$ cat config.mk
export PLATFORM = sky130hd
export DESIGN_NAME = switch_debounce4
export DESIGN_NICKNAME = d
export VERILOG_FILES = /design/src/rtl/switch_debounce4_pkg.sv /design/src/rtl/switch_debounce4_channel.sv /design/src/rtl/switch_debounce4.sv
export SDC_FILE = /design/constraint.sdc
export NUM_CORES = 1
export LEC_CHECK = 0
export CAP_MARGIN = 20
export CORE_ASPECT_RATIO = 0.9
export CORE_MARGIN = 2
export CORE_UTILIZATION = 54
export CTS_BUF_LIST = sky130_fd_sc_hd__clkbuf_16
export DETAILED_ROUTE_END_ITERATION = 7
export PLACE_DENSITY_LB_ADDON = 0.08
export SLEW_MARGIN = 40
export SYNTH_ARGS = -nofsm -noshare
export SYNTH_HDL_FRONTEND = slang
export SYNTH_SLANG_ARGS = --single-unit
$ cat constraint.sdc
create_clock -name clk -period 1.4 [get_ports clk]
set_input_delay 0.35 -clock clk [delete_from_list [all_inputs] [get_ports clk]]
set_output_delay 0.35 -clock clk [all_outputs]
set_load 0.03 [all_outputs]
$ cat src/rtl/switch_debounce4_pkg.sv
// ---------------------------------------------------------------------------
// switch_debounce4_pkg
// Shared constants for the four-channel switch debouncer:
//   NUM_CH            - number of independent switch channels
//   DB_CYCLES_DEFAULT - default number of stable cycles before a level is
//                       accepted
//   cnt_width()       - width of the per-channel stability counter
// ---------------------------------------------------------------------------
package switch_debounce4_pkg;

   localparam int NUM_CH            = 4;
   localparam int DB_CYCLES_DEFAULT = 4;

   // The counter only ever has to hold 0..db-1, so ceil(log2(db)) bits are
   // enough. The floor of 1 keeps the vector legal for the smallest settings.
   function automatic int cnt_width(input int db);
      int w;
      w = $clog2(db);
      if (w < 1) begin
         w = 1;
      end
      return w;
   endfunction

endpackage

$ cat src/rtl/switch_debounce4_channel.sv
// ---------------------------------------------------------------------------
// debounce_channel
// One debounced switch channel: two-flop synchronizer, stability counter and
// registered edge pulses.
// Ports:
//   clk   - system clock, rising edge
//   rst   - synchronous active-high reset
//   raw   - asynchronous raw switch level
//   level - debounced level
//   rise  - one-cycle pulse when level goes 0->1
//   fall  - one-cycle pulse when level goes 1->0
// ---------------------------------------------------------------------------
module debounce_channel
   import switch_debounce4_pkg::*;
#(
   parameter int DB_CYCLES = DB_CYCLES_DEFAULT
) (
   input  logic clk,
   input  logic rst,
   input  logic raw,
   output logic level,
   output logic rise,
   output logic fall
);

   localparam int               CW      = cnt_width(DB_CYCLES);
   localparam logic [CW-1:0]    CNT_MAX = CW'(DB_CYCLES - 1);

   logic          sync1;
   logic          sync2;
   logic [CW-1:0] cnt;

   // The counter measures how many consecutive edges the synchronized level
   // has disagreed with the accepted level. Any agreement (including a bounce
   // back) clears it, so only an uninterrupted run of DB_CYCLES disagreeing
   // edges is accepted. The pulse is raised on the same edge that updates
   // level, so it is visible exactly in the first cycle of the new value.
   always_ff @(posedge clk) begin
      if (rst) begin
         sync1 <= 1'b0;
         sync2 <= 1'b0;
         cnt   <= '0;
         level <= 1'b0;
         rise  <= 1'b0;
         fall  <= 1'b0;
      end else begin
         sync1 <= raw;
         sync2 <= sync1;
         rise  <= 1'b0;
         fall  <= 1'b0;
         if (sync2 == level) begin
            cnt <= '0;
         end else if (cnt == CNT_MAX) begin
            level <= sync2;
            cnt   <= '0;
            rise  <= sync2;
            fall  <= ~sync2;
         end else begin
            cnt <= cnt + 1'b1;
         end
      end
   end

endmodule

$ cat src/rtl/switch_debounce4.sv
// ---------------------------------------------------------------------------
// switch_debounce4
// Four independent switch debouncers with per-channel edge pulses.
// Ports:
//   clk    - system clock, rising edge
//   rst    - synchronous active-high reset
//   sw_in  - raw asynchronous switch levels
//   sw_out - debounced levels (bits 0..3 feed the downstream a,b,c,d inputs)
//   rise   - per-channel one-cycle 0->1 pulse
//   fall   - per-channel one-cycle 1->0 pulse
//   chg    - high whenever any rise or fall bit is high
// ---------------------------------------------------------------------------
module switch_debounce4
   import switch_debounce4_pkg::*;
#(
   parameter int DB_CYCLES = DB_CYCLES_DEFAULT
) (
   input  logic              clk,
   input  logic              rst,
   input  logic [NUM_CH-1:0] sw_in,
   output logic [NUM_CH-1:0] sw_out,
   output logic [NUM_CH-1:0] rise,
   output logic [NUM_CH-1:0] fall,
   output logic              chg
);

   for (genvar ch = 0; ch < NUM_CH; ch++) begin : g_ch
      debounce_channel #(
         .DB_CYCLES(DB_CYCLES)
      ) u_channel (
         .clk  (clk),
         .rst  (rst),
         .raw  (sw_in[ch]),
         .level(sw_out[ch]),
         .rise (rise[ch]),
         .fall (fall[ch])
      );
   end

   // Pulses are already registered inside each channel, so this OR adds no
   // path from sw_in and lines chg up with the pulses in the same cycle.
   assign chg = |{rise, fall};

endmodule
; ---- Word level (Yosys, flattened, before mapping)
; Index checks and enable logic that the tools add are counted.
[totals]
reg_bits = 28
input_bits = 6
out_inout_bits = 13
elab_cells = 61
[op_classes]
addsub = 4
n_eq_ne = 8
n_bitwise = 12
n_reduce_logical = 13
[ops]
columns = operator, count
row1 = 3-bit OR reduction, 8
row2 = 1-bit NOT, 12
row3 = "2-bit by 1-bit adder with 2-bit output, second input constant", 4
row4 = "2-bit equality test, second input constant", 4
row5 = 2-bit AND reduction, 4
row6 = 8-bit OR reduction, 1
row7 = 1-bit equality test, 4

; ---- Logic depth before layout (Yosys ltp)
[logic_depth]
word_depth = 3
depth_mapped = 3
ltp_nobuf = 3

; ---- Hierarchy
; Synthesis repeated with hierarchy kept, for this count alone.
[hier_totals]
cells_unflattened = 71
area_unflattened_um2 = 952.2
[by_module_without_submodules]
columns = mod, instances, cells_each, area_each_um2, seq_area_each_um2
row1 = debounce_channel, 4, 17, 234.0, 140.1
row2 = switch_debounce4, 1, 3, 16.3, 0.0

; ---- Worst setup path after synthesis
; Ideal clock, no wire load.
[synth_path]
path_kind = register to output
start = register g_ch[1].u_channel.rise
end = output port chg
arrival_time_ns = 0.768
t_required_ns = 1.050
slack_ns = 0.282
path_stages_with_launch = 3
n_path_buf = 0
cell_sequence = dfxtp_1 nor4_1 nand2_1
[synth_between]
elab_chain_cells = 1
[synth_rtl]
columns = item, line_no
row1 = from (decl), switch_debounce4_channel.sv:22  ; output logic rise,
row2 = from (signal assigned), switch_debounce4_channel.sv:56  ; rise <= sync2;
row3 = 8-bit OR reduction, switch_debounce4.sv:42  ; assign chg = |{rise, fall};
row4 = to (decl), switch_debounce4.sv:24  ; output logic chg
; Every way passes these cells.

; ---- Worst setup path after layout
[layout_path]
start = register g_ch[0].u_channel.fall
end = output port chg
[layout_between]
elab_chain_cells = 1
[layout_rtl]
columns = item, line_no
row1 = from (decl), switch_debounce4_channel.sv:23  ; output logic fall
row2 = from (signal assigned), switch_debounce4_channel.sv:57  ; fall <= ~sync2;
row3 = 8-bit OR reduction, switch_debounce4.sv:42
; Every way passes these cells.

==> reports/qor_table.md <==
| Step | Result | This run |
|---|---|---|
| floorplan | Die footprint | 2416 µm² |
| clock tree | Worst-skew pair later-pin latency | 250 ps |
| logic synthesis | Synth Area per Inst | 12.80 µm² |
| global routing | Initial antenna violation count | 0 |
| clock tree | Cts-stage hold buffer count | 0 |
| hold path | HP Start | g_ch[2].u_channel.sync1$_SDFF_PP0_ |
| logic synthesis | Unique cell type count in the Yosys netlist | 13 |
| floorplan | Total number of placement rows | 15 |
| routing | DR vias | 633 |
| routing | First-iteration detailed-routing DRC count | 11 |
| global routing | Congestion Overflow GR | 0 |
| layout | Fraction of layout instances using a drive strength above 1 | 43.14% |
| routing | Detailed-router iteration count before antenna repair | 3 |
| timing | RSZ-0062 raised after global routing | true |
| timing | Number of slew-limit violations in the final report | 0 |
| timing | Final cycle utilization of the critical path | 103.4% |
| placed design | Placed wire-length estimate after detailed placement | 1084 µm |
| worst setup path | Worst path required time | 1050 ps |
| global routing | First-pass GRT wire length | 2691 µm |
| logic synthesis | Fraction of the yosys area taken by sequential cells | 50.91% |
| layout | Area taken by flip-flops and latches | 563.0 µm² |
| routing | Residual antenna-violating net count after detailed routing | 0 |
| layout | Signed area change from the synthesized netlist to the final layout | 24.66% |
| run status | Failing checks | negative setup slack |
| clock tree | CTS tree | done |
| logic synthesis | Post-Syn Area | 1101 µm² |
| worst setup path | FF-to-FF End | g_ch[2].u_channel.level$_SDFFE_PP0P_ |
| layout | Count of nets after finishing | 113 |
| global routing | Maximum number of pins on one net before global-route repair | 17 |
| clock tree | Num Clock Sinks | 28 |
| worst setup path | Worst path cell trace | nor4_4 > nand2_1 > buf_6 |
| layout | Antenna cells | 0 |
| clock tree | Post-CTS clock slew at the launch and capture registers of the worst setup and hold paths | 60 ps |
| floorplan | Initial core utilization | 57.52% |
| clock tree | Maximum clock insertion buffer count | 2 |
| placed design | Number of placed cells counting well taps | 123 |
| worst setup path | CP arrival | 1100 ps |
| layout | Fill count | 146 |
| pwr | Ratio of total power to cell area | 1238 nW/µm² |
| layout | Utilization after layout | 71.70% |
| timing | Final min period | 1448 ps |
| worst setup path | Max incr delay on CP | 340 ps |
| timing | Number of setup violations in the final report | 1 |
| worst setup path | Startpoint kind of the worst setup timing path | flip-flop |
| routing | Final Routed Wirelength | 1680 µm |
| global routing | Number of global-route vias before repair | 575 |
| hold path | Hold Crit Class | reg -> reg |
| clock tree | Root buf cell | sky130_fd_sc_hd__clkbuf_16 |
| worst setup path | Beginning of the worst register-to-register path | g_ch[2].u_channel.cnt[0]$_SDFF_PP0_ |
| hold path | Worst-case hold path end point | g_ch[2].u_channel.sync2$_SDFF_PP0_ |
| placed design | RePlAce Congestion | 0.7214 |
| global routing | Total routing usage reported by global routing | 15.74% |
| run status | Status | finished, violations left |
| worst setup path | Kind of end point of the critical path | primary output |
| worst setup path | WS Path Type | reg -> out |
| logic synthesis | Synthesis Warnings | 0 |
| logic synthesis | Yosys reg bits | 28 |
| floorplan | Std-Cell Core Area | 1914 µm² |
| worst setup path | Maximum fanout along the worst path | 2 |
| timing | Slew headroom | 78.04% |
| floorplan | Top-Level Pins | 19 |
| layout | Final cell count without fillers | 127 |
| layout | Area taken by multi-input logic gates | 437.9 µm² |
| timing | Max frequency | 0.6905 GHz |
| timing | Worst Tran Pin Value | 327.0 ps |
| clock tree | Total CTS buffers | 3 |
| floorplan | Die height | 46.84 µm |
| worst setup path | Reg2reg path depth | 3 |
| logic synthesis | Net Count, Synth | 96 |
| logic synthesis | Number of standard cells after synthesis | 86 |
| timing | Number of endpoints with negative hold slack in the final report | 0 |
| timing | Post-route worst setup slack | -48.25 ps |
| pwr | Reported leakage power | 0.5624 nW |
| worst setup path | Register-to-register setup slack | 350 ps |
| clock tree | Deepest level of the CTS H-tree | 1 |
| timing | Smallest hold slack | 434.4 ps |
| routing | Via count normalized by instance count | 4.984 |
| run | # Max-Cap Violations | 0 |
| routing | Drc violations | 0 |
| hold path | Number of instances on the worst hold path | 1 |
| routing | Routed len/inst | 13.23 µm |
| pwr | Maximum vdd ir drop | 0.8982 mV |
| floorplan | Die Span X | 51.60 µm |
| timing | Final setup skew | 1.698 ps |
| worst setup path | Highest-delay cell along the critical path | sky130_fd_sc_hd__dfxtp_2 |
| placed design | Buffers on Ports | 18 |
-- final cells by class --
type | count | area share (%)
sequential | 28 | 41.02
clock inverter | 1 | 2.188
clock buffer | 3 | 5.469
tap | 25 | 2.279
multi-input combinational | 43 | 31.91
timing repair buffer | 27 | 17.14
-- what timing repair did --
item / in CTS / in global routing
buffers inserted: 0 / 0
resized for setup: 6 / 10
hold endpoints to repair: 0 / 0
endpoints found under the setup margin: 3 / 1
cloned: 0 / 0
pin swaps: 0 / 2
-- routing by layer --
layer / up-vias / share of wire, % / wire (µm) / GRT usage, %
met3: 2 / 2.8 / 47 / 1.911
met5: - / 0 / 0 / 0
met2: 12 / 49 / 831 / 25.13
met1: 295 / 47 / 787 / 21.00
met4: 0 / 0.77 / 13 / 9.474
li1: 324 / - / - / -
-- logic make-up (layout without fill, tap and decap cells) --
family,count (synthesis),count (layout),share of synthesized area [%]
buffers and inverters,15,31,11.25
DFF,28,28,50.91
muxes,4,4,3.637
adders and majority gates,4,4,4.546
and+or+nand+nor,31,31,26.48
xor gates and xnor gates,4,4,3.181
-- sequential cells by signal (all words and copies together), names as in the netlist --
name / cells
g_ch.u_channel.sync1: 4
g_ch.u_channel.rise: 4
g_ch.u_channel.cnt: 8
g_ch.u_channel.sync2: 4
g_ch.u_channel.level: 4
g_ch.u_channel.fall: 4
-- where the power goes --
part | leakage (nW) | switching, W | internal [W]
clock | 0.0511 | 0.000250 | 0.000568
sequential | 0.229 | 0.00000847 | 0.000811
combinational | 0.283 | 0.0000240 | 0.0000377
-- per-stage QoR --
step	power, W	setup TNS (ps)	cell area, µm²	setup WS (ps)
5_1_grt	0.001751	-98.52	1373	-98.52
4_1_cts	0.001709	-179.8	1354	-179.8
6_report	0.001699	-48.25	1373	-48.25
3_3_place_gp	0.0008953	-330.7	1244	-184.7
2_1_floorplan	0.0008753	0	1101	282.2
3_5_place_dp	0.0008978	-376.4	1244	-236.3
-- how the worst max path moves through the flow --
stage	startpoint	to	slack, ps	cells after the start
floorplan	g_ch[1].u_channel.rise$_SDFF_PP0_	chg	280	2
global placement	g_ch[3].u_channel.rise$_SDFF_PP0_	chg	-180	3
detailed placement	g_ch[3].u_channel.rise$_SDFF_PP0_	chg	-240	3
CTS	g_ch[3].u_channel.rise$_SDFF_PP0_	chg	-180	3
global route	g_ch[2].u_channel.fall$_SDFF_PP0_	chg	-100	3
finish	g_ch[0].u_channel.fall$_SDFF_PP0_	chg	-50	3
-- synthesized netlist by cell type (all sizes together) --
cell type	count	area (µm²)
buf	15	123.9
nand2	1	3.750
mux2i	4	40.04
nor2	4	15.01
nor4	6	62.56
nor4b	4	60.06
nor2b	8	50.05
xnor2	4	35.03
and4bb	8	100.1
dfxtp	28	560.5
ha	4	50.05
-- critical path: cells and delay by family (launching register included) --
kind	cells	cell delay (ps)
buffers and inverters	1	140
flip-flops	1	340
AND/OR/NAND/NOR	2	360
-- placed cells by master (no fill, tap or decap) --
master                            count
sky130_fd_sc_hd__clkbuf_16            3
sky130_fd_sc_hd__ha_1                 4
sky130_fd_sc_hd__nor2_1               4
sky130_fd_sc_hd__buf_6                1
sky130_fd_sc_hd__nor4_4               1
sky130_fd_sc_hd__dlygate4sd2_1        1
sky130_fd_sc_hd__buf_4               18
sky130_fd_sc_hd__buf_12               1
sky130_fd_sc_hd__nor4_2               5
sky130_fd_sc_hd__clkdlybuf4s15_1      1
sky130_fd_sc_hd__nor4b_2              4
sky130_fd_sc_hd__dfxtp_2              2
sky130_fd_sc_hd__nor2b_1              8
sky130_fd_sc_hd__clkdlybuf4s50_1      5
sky130_fd_sc_hd__mux2i_1              4
sky130_fd_sc_hd__and4bb_2             8
sky130_fd_sc_hd__xnor2_1              4
sky130_fd_sc_hd__nand2_1              1
sky130_fd_sc_hd__bufinv_16            1
sky130_fd_sc_hd__dfxtp_1             26
No activity file was read; power rests on OpenSTA's default activity.
